## config.mk

```make
export PLATFORM = sky130hd
export DESIGN_NAME = uart_tx_ctrl
export DESIGN_NICKNAME = d
export VERILOG_FILES = /design/src/rtl/uart_tx_ctrl.sv
export SDC_FILE = /design/constraint.sdc
export NUM_CORES = 1
export LEC_CHECK = 0
export ABC_AREA = 1
export BUFFER_PORTS_ARGS = -buffer_cell sky130_fd_sc_hd__buf_2
export CORE_AREA = 2 2 46 48
export DETAILED_ROUTE_END_ITERATION = 7
export DIE_AREA = 0 0 48 50
export HOLD_SLACK_MARGIN = 0.06
export PLACE_DENSITY = 0.69
export SYNTH_ARGS = -nofsm -noshare
export SYNTH_HDL_FRONTEND = slang
export SYNTH_SLANG_ARGS = --single-unit
```

## constraint.sdc

```tcl
create_clock -name clk -period 1.3 [get_ports clk]
set_input_delay 0.26 -clock clk [delete_from_list [all_inputs] [get_ports clk]]
set_output_delay 0.26 -clock clk [all_outputs]
set_load 0.03 [all_outputs]
```

## src/rtl/uart_tx_ctrl.sv

```systemverilog
// ---------------------------------------------------------------------------
// uart_tx_ctrl
//
// Frame controller for a UART transmitter. A parallel word is accepted on a
// Data_Valid strobe and shifted out on TX_OUT as
//     start(0), WIDTH data bits LSB first, optional parity bit, stop(1).
// The parity bit itself is produced by a downstream parity stage that
// watches data_latched; this block only selects when to put it on the line.
//
// Ports
//   clk          : sole clock, rising edge active
//   rst          : asynchronous, active-high reset
//   P_DATA       : parallel word, sampled only on accept
//   Data_Valid   : request strobe, P_DATA valid while high
//   PAR_EN       : 1 = send a parity bit, sampled on accept
//   PAR_TYP      : parity type for the parity stage (not used here)
//   parity_bit   : parity of data_latched from the parity stage (registered)
//   data_latched : word captured on accept, feeds the parity stage
//   TX_OUT       : serial line, idle high
//   Busy         : high while a frame is in progress
// ---------------------------------------------------------------------------
module uart_tx_ctrl #(
    parameter int WIDTH = 8
) (
    input  logic             clk,
    input  logic             rst,
    input  logic [WIDTH-1:0] P_DATA,
    input  logic             Data_Valid,
    input  logic             PAR_EN,
    input  logic             PAR_TYP,
    input  logic             parity_bit,
    output logic [WIDTH-1:0] data_latched,
    output logic             TX_OUT,
    output logic             Busy
);

    // Counter only has to reach WIDTH-1; keep at least one bit for WIDTH=1.
    localparam int CW = (WIDTH > 1) ? $clog2(WIDTH) : 1;
    localparam logic [CW-1:0] LAST_BIT = CW'(WIDTH - 1);

    typedef enum logic [2:0] {
        IDLE   = 3'd0,
        START  = 3'd1,
        DATA   = 3'd2,
        PARITY = 3'd3,
        STOP   = 3'd4
    } state_t;

    state_t        state;
    state_t        state_next;
    logic [CW-1:0] count;
    logic [CW-1:0] count_next;
    logic          tx_next;
    logic          busy_next;
    logic          accept;
    logic          par_en_latched;

    // PAR_TYP is consumed by the parity stage that sits beside this block;
    // it is tied off here so the port stays on the interface.
    logic          unused_par_typ;
    assign unused_par_typ = PAR_TYP;

    // Next-state logic. TX_OUT and Busy are registered, so the values
    // computed here are what the line shows during the *next* state.
    // Defaults describe the idle line, which is also where unused
    // encodings fall back to.
    always_comb begin
        state_next = IDLE;
        count_next = '0;
        tx_next    = 1'b1;
        busy_next  = 1'b0;
        accept     = 1'b0;

        case (state)
            IDLE: begin
                if (Data_Valid) begin
                    accept     = 1'b1;
                    state_next = START;
                    tx_next    = 1'b0;
                    busy_next  = 1'b1;
                end
            end

            START: begin
                state_next = DATA;
                count_next = '0;
                tx_next    = data_latched[0];
                busy_next  = 1'b1;
            end

            DATA: begin
                busy_next = 1'b1;
                if (count == LAST_BIT) begin
                    count_next = '0;
                    if (par_en_latched) begin
                        // data_latched has been stable since accept, so the
                        // registered parity_bit is already settled here.
                        state_next = PARITY;
                        tx_next    = parity_bit;
                    end else begin
                        state_next = STOP;
                        tx_next    = 1'b1;
                    end
                end else begin
                    state_next = DATA;
                    count_next = count + CW'(1);
                    tx_next    = data_latched[count_next];
                end
            end

            PARITY: begin
                state_next = STOP;
                tx_next    = 1'b1;
                busy_next  = 1'b1;
            end

            STOP: begin
                // A pending request at the stop bit starts the next frame
                // immediately, so back-to-back frames have no idle gap.
                if (Data_Valid) begin
                    accept     = 1'b1;
                    state_next = START;
                    tx_next    = 1'b0;
                    busy_next  = 1'b1;
                end
            end

            default: begin
                state_next = IDLE;
            end
        endcase
    end

    // Control registers. Reset drives the line high immediately so an
    // aborted frame never leaves a stuck start/data level on TX_OUT.
    always_ff @(posedge clk or posedge rst) begin
        if (rst) begin
            state  <= IDLE;
            count  <= '0;
            TX_OUT <= 1'b1;
            Busy   <= 1'b0;
        end else begin
            state  <= state_next;
            count  <= count_next;
            TX_OUT <= tx_next;
            Busy   <= busy_next;
        end
    end

    // Frame payload capture. Only loaded on accept, so P_DATA and PAR_EN
    // are free to change while a frame is on the line.
    always_ff @(posedge clk or posedge rst) begin
        if (rst) begin
            data_latched   <= '0;
            par_en_latched <= 1'b0;
        end else if (accept) begin
            data_latched   <= P_DATA;
            par_en_latched <= PAR_EN;
        end
    end

endmodule

```

==> run metrics <==
status=finished clean; layout cells sized above 1=0.423; initial antenna violation count=0; final WL=approximately 1500 um; Reg clk slew, reported paths=around 0.090 ns; Syn Nets=91; kind of start point of the critical path=register; worst slew margin relative to its limit=0.828; Die W=~48 um; Synth top cells by count=dfrtp_1 (16), nand2_1 (12), inv_1 (9), nand3_1 (9), nor2_1 (6); Max clock buf depth=2; max-slew violation count=0; Placed Instance Area=925 sq um; final setup vio count=0; Starting Density=0.409; CP max-delay cell=dfstp_2; Setup CP Type=reg -> out; library cells used by synthesis=16; final worst-path cycle share=0.965; Synth top area share=0.515; Core Region=about 1900 sq um; wire length per cell=roughly 12 um; fmax=about 800 MHz; Least-Margin Pin Slew=0.256 ns; Required @ worst endpoint=1.04 ns; LEAKAGE=0.502 nW; RSZ-0062 raised after global routing=no; vias=a little over 600; dpl hpwl=1080 um; Synth area leaders=dfrtp_1 (52%), mux2_4 (9.7%), nand3_1 (5.8%), nand2_1 (5.8%), inv_1 (4.3%); MaxCap Viol Count=0; drt pass-1 iters=4; final global-route overflow total=0; CTS H-tree depth=1; Layout Utilization=0.520; Fin. Hold Viols=0; Arr. time, crit path=roughly 1 ns; most frequent cell after synthesis=dfrtp_1; FF+latch count, synth=17; die area=between 2000 and 2500 sq um; Buf/Inv on CP=1; Final Wtd Congestion=roughly 0.74; ANT cells=0; Max IR drop VDD=1.46 mV; maximum number of pins on one net before global-route repair=18; DRT iter0 DRCs=8; post-route insts no fill=approximately 130; Die H=roughly 50 um; design area=988 sq um; # DRC=0; IO Count=24; post-layout minimum cycle time=1.25 ns; Critical Path Fanout Max=1; CTS root buffer=clkbuf_4; Routed Antenna Nets=0; first-pass GRT wire length=between 2000 and 3000 um; Area growth, synth to finish=27.2%; Fin Hold WS=~0.2 ns; Worst Skew=0.000776 ns; cell taking the most area after synthesis=dfrtp_1; Inst Count DP=~130; setup TNS=0 ns; Avg Inst Size Synth=just over 10 sq um; fin nets=about 120; yosys warns=0; clock sink total=17; asr flop ratio synth=1.00; Post-synth EDFFs=0; Mapped Cells=75; CTS tree=built; Port Buffer Count=22; max incr delay on CP=0.52 ns; TritonCTS Buffers=3; vias in the first global route=approximately 640; row count=16; total of fill cells in the finished design=192; Synth Flop Type=dfrtp_1; Worst-Skew Late Latency=~0.29 ns; CP delay by family, top=flip-flops; reg2reg setup slack=roughly 0.10 ns; CP endpoint kind=primary output; Vias/cell=around 4.7; area of the mapped netlist=777 sq um; PD cells=about 2600 nW/um^2; Total Routing Usage GR=0.147; critical path cell sequence=buf_2; Hold Crit Class=in -> reg; Seq/Total Area, Yosys=0.549
placed cells by master, fill, tap and decap left out:
cell | synthesis | routed
nand3_1 | 9 | 9
mux2_2 | 3 | 3
nor2_2 | 1 | 1
nor2_1 | 6 | 6
dfstp_2 | 1 | 1
ha_2 | 0 | 1
ha_4 | 0 | 1
a21oi_1 | 2 | 2
nand2_1 | 12 | 12
buf_4 | 0 | 3
dfrtp_1 | 16 | 16
mux2_4 | 5 | 5
nor3_1 | 3 | 3
inv_2 | 0 | 3
nand2_4 | 0 | 1
o22ai_1 | 1 | 1
dlygate4sd3_1 | 0 | 1
clkbuf_1 | 0 | 1
o21ai_0 | 3 | 3
clkbuf_4 | 0 | 3
buf_2 | 0 | 22
inv_1 | 9 | 6
timing repair:
item	4_1_cts	5_1_grt
hold endpoints to repair	16	0
hold buffers	1	0
setup buffers	0	1
setup endpoints to repair	0	11
resized for setup	0	7
metal layers:
metal / global-route usage / vias up / routed length, um
met5: 0 / - / 0
met2: 0.264 / 19 / 837
li1: - / 303 / -
met1: 0.149 / 291 / 605
met4: 0.0676 / 0 / 18
met3: 0.0330 / 2 / 69
kinds of logic after synthesis:
family                     share of synthesized area
buffers and inverters                         0.0580
DFF                                            0.549
and+or+nand+nor                                0.180
muxes                                          0.140
adders and majority gates                     0.0322
AOI/OAI and AO/OA                             0.0403
per-stage QoR:
step	setup slack, ns	power (mW)
floorplan	0.0623	1.89
global placement	0.0714	2.18
detailed placement	0.0465	2.21
CTS	0.0317	2.50
global route	0.00110	2.74
finish	0.0459	2.54
state kept, by name (all words and copies together) (netlist names):
name / flops
par_en_latched: 1
state: 3
TX_OUT: 1
Busy: 1
data_latched: 8
count: 3
report_power, final:
| group | total [mW] | switching [mW] | internal [mW] |
|---|---|---|---|
| logic | 1.32 | 0.796 | 0.528 |
| clock network | 0.275 | 0.156 | 0.119 |
| registers | 0.937 | 0.163 | 0.774 |
| total | 2.54 | 1.12 | 1.42 |
final timing paths:
path	depth (start not counted)	from	end
worst min register to register	1	state[2]$_DFF_PP0_	state[2]$_DFF_PP0_
min in group asynchronous	4	rst	Busy$_DFF_PP0_
worst min-delay path	2	P_DATA[6]	data_latched[6]$_DFFE_PP0P_
worst max register to register	7	count[0]$_DFF_PP0_	TX_OUT$_DFF_PP1_
worst max-delay path	1	TX_OUT$_DFF_PP1_	TX_OUT
max in group asynchronous	4	rst	TX_OUT$_DFF_PP1_
cell type report:
class | instances | area (sq um) | share of cell area
clock buffer | 4 | 26.3 | 0.0266
inverter | 9 | 33.8 | 0.0342
tap | 27 | 33.8 | 0.0342
timing repair buffer | 26 | 143 | 0.144
multi-input combinational | 48 | 325 | 0.329
sequential | 17 | 427 | 0.432
Note: power is estimated with default switching activity, not from simulation.
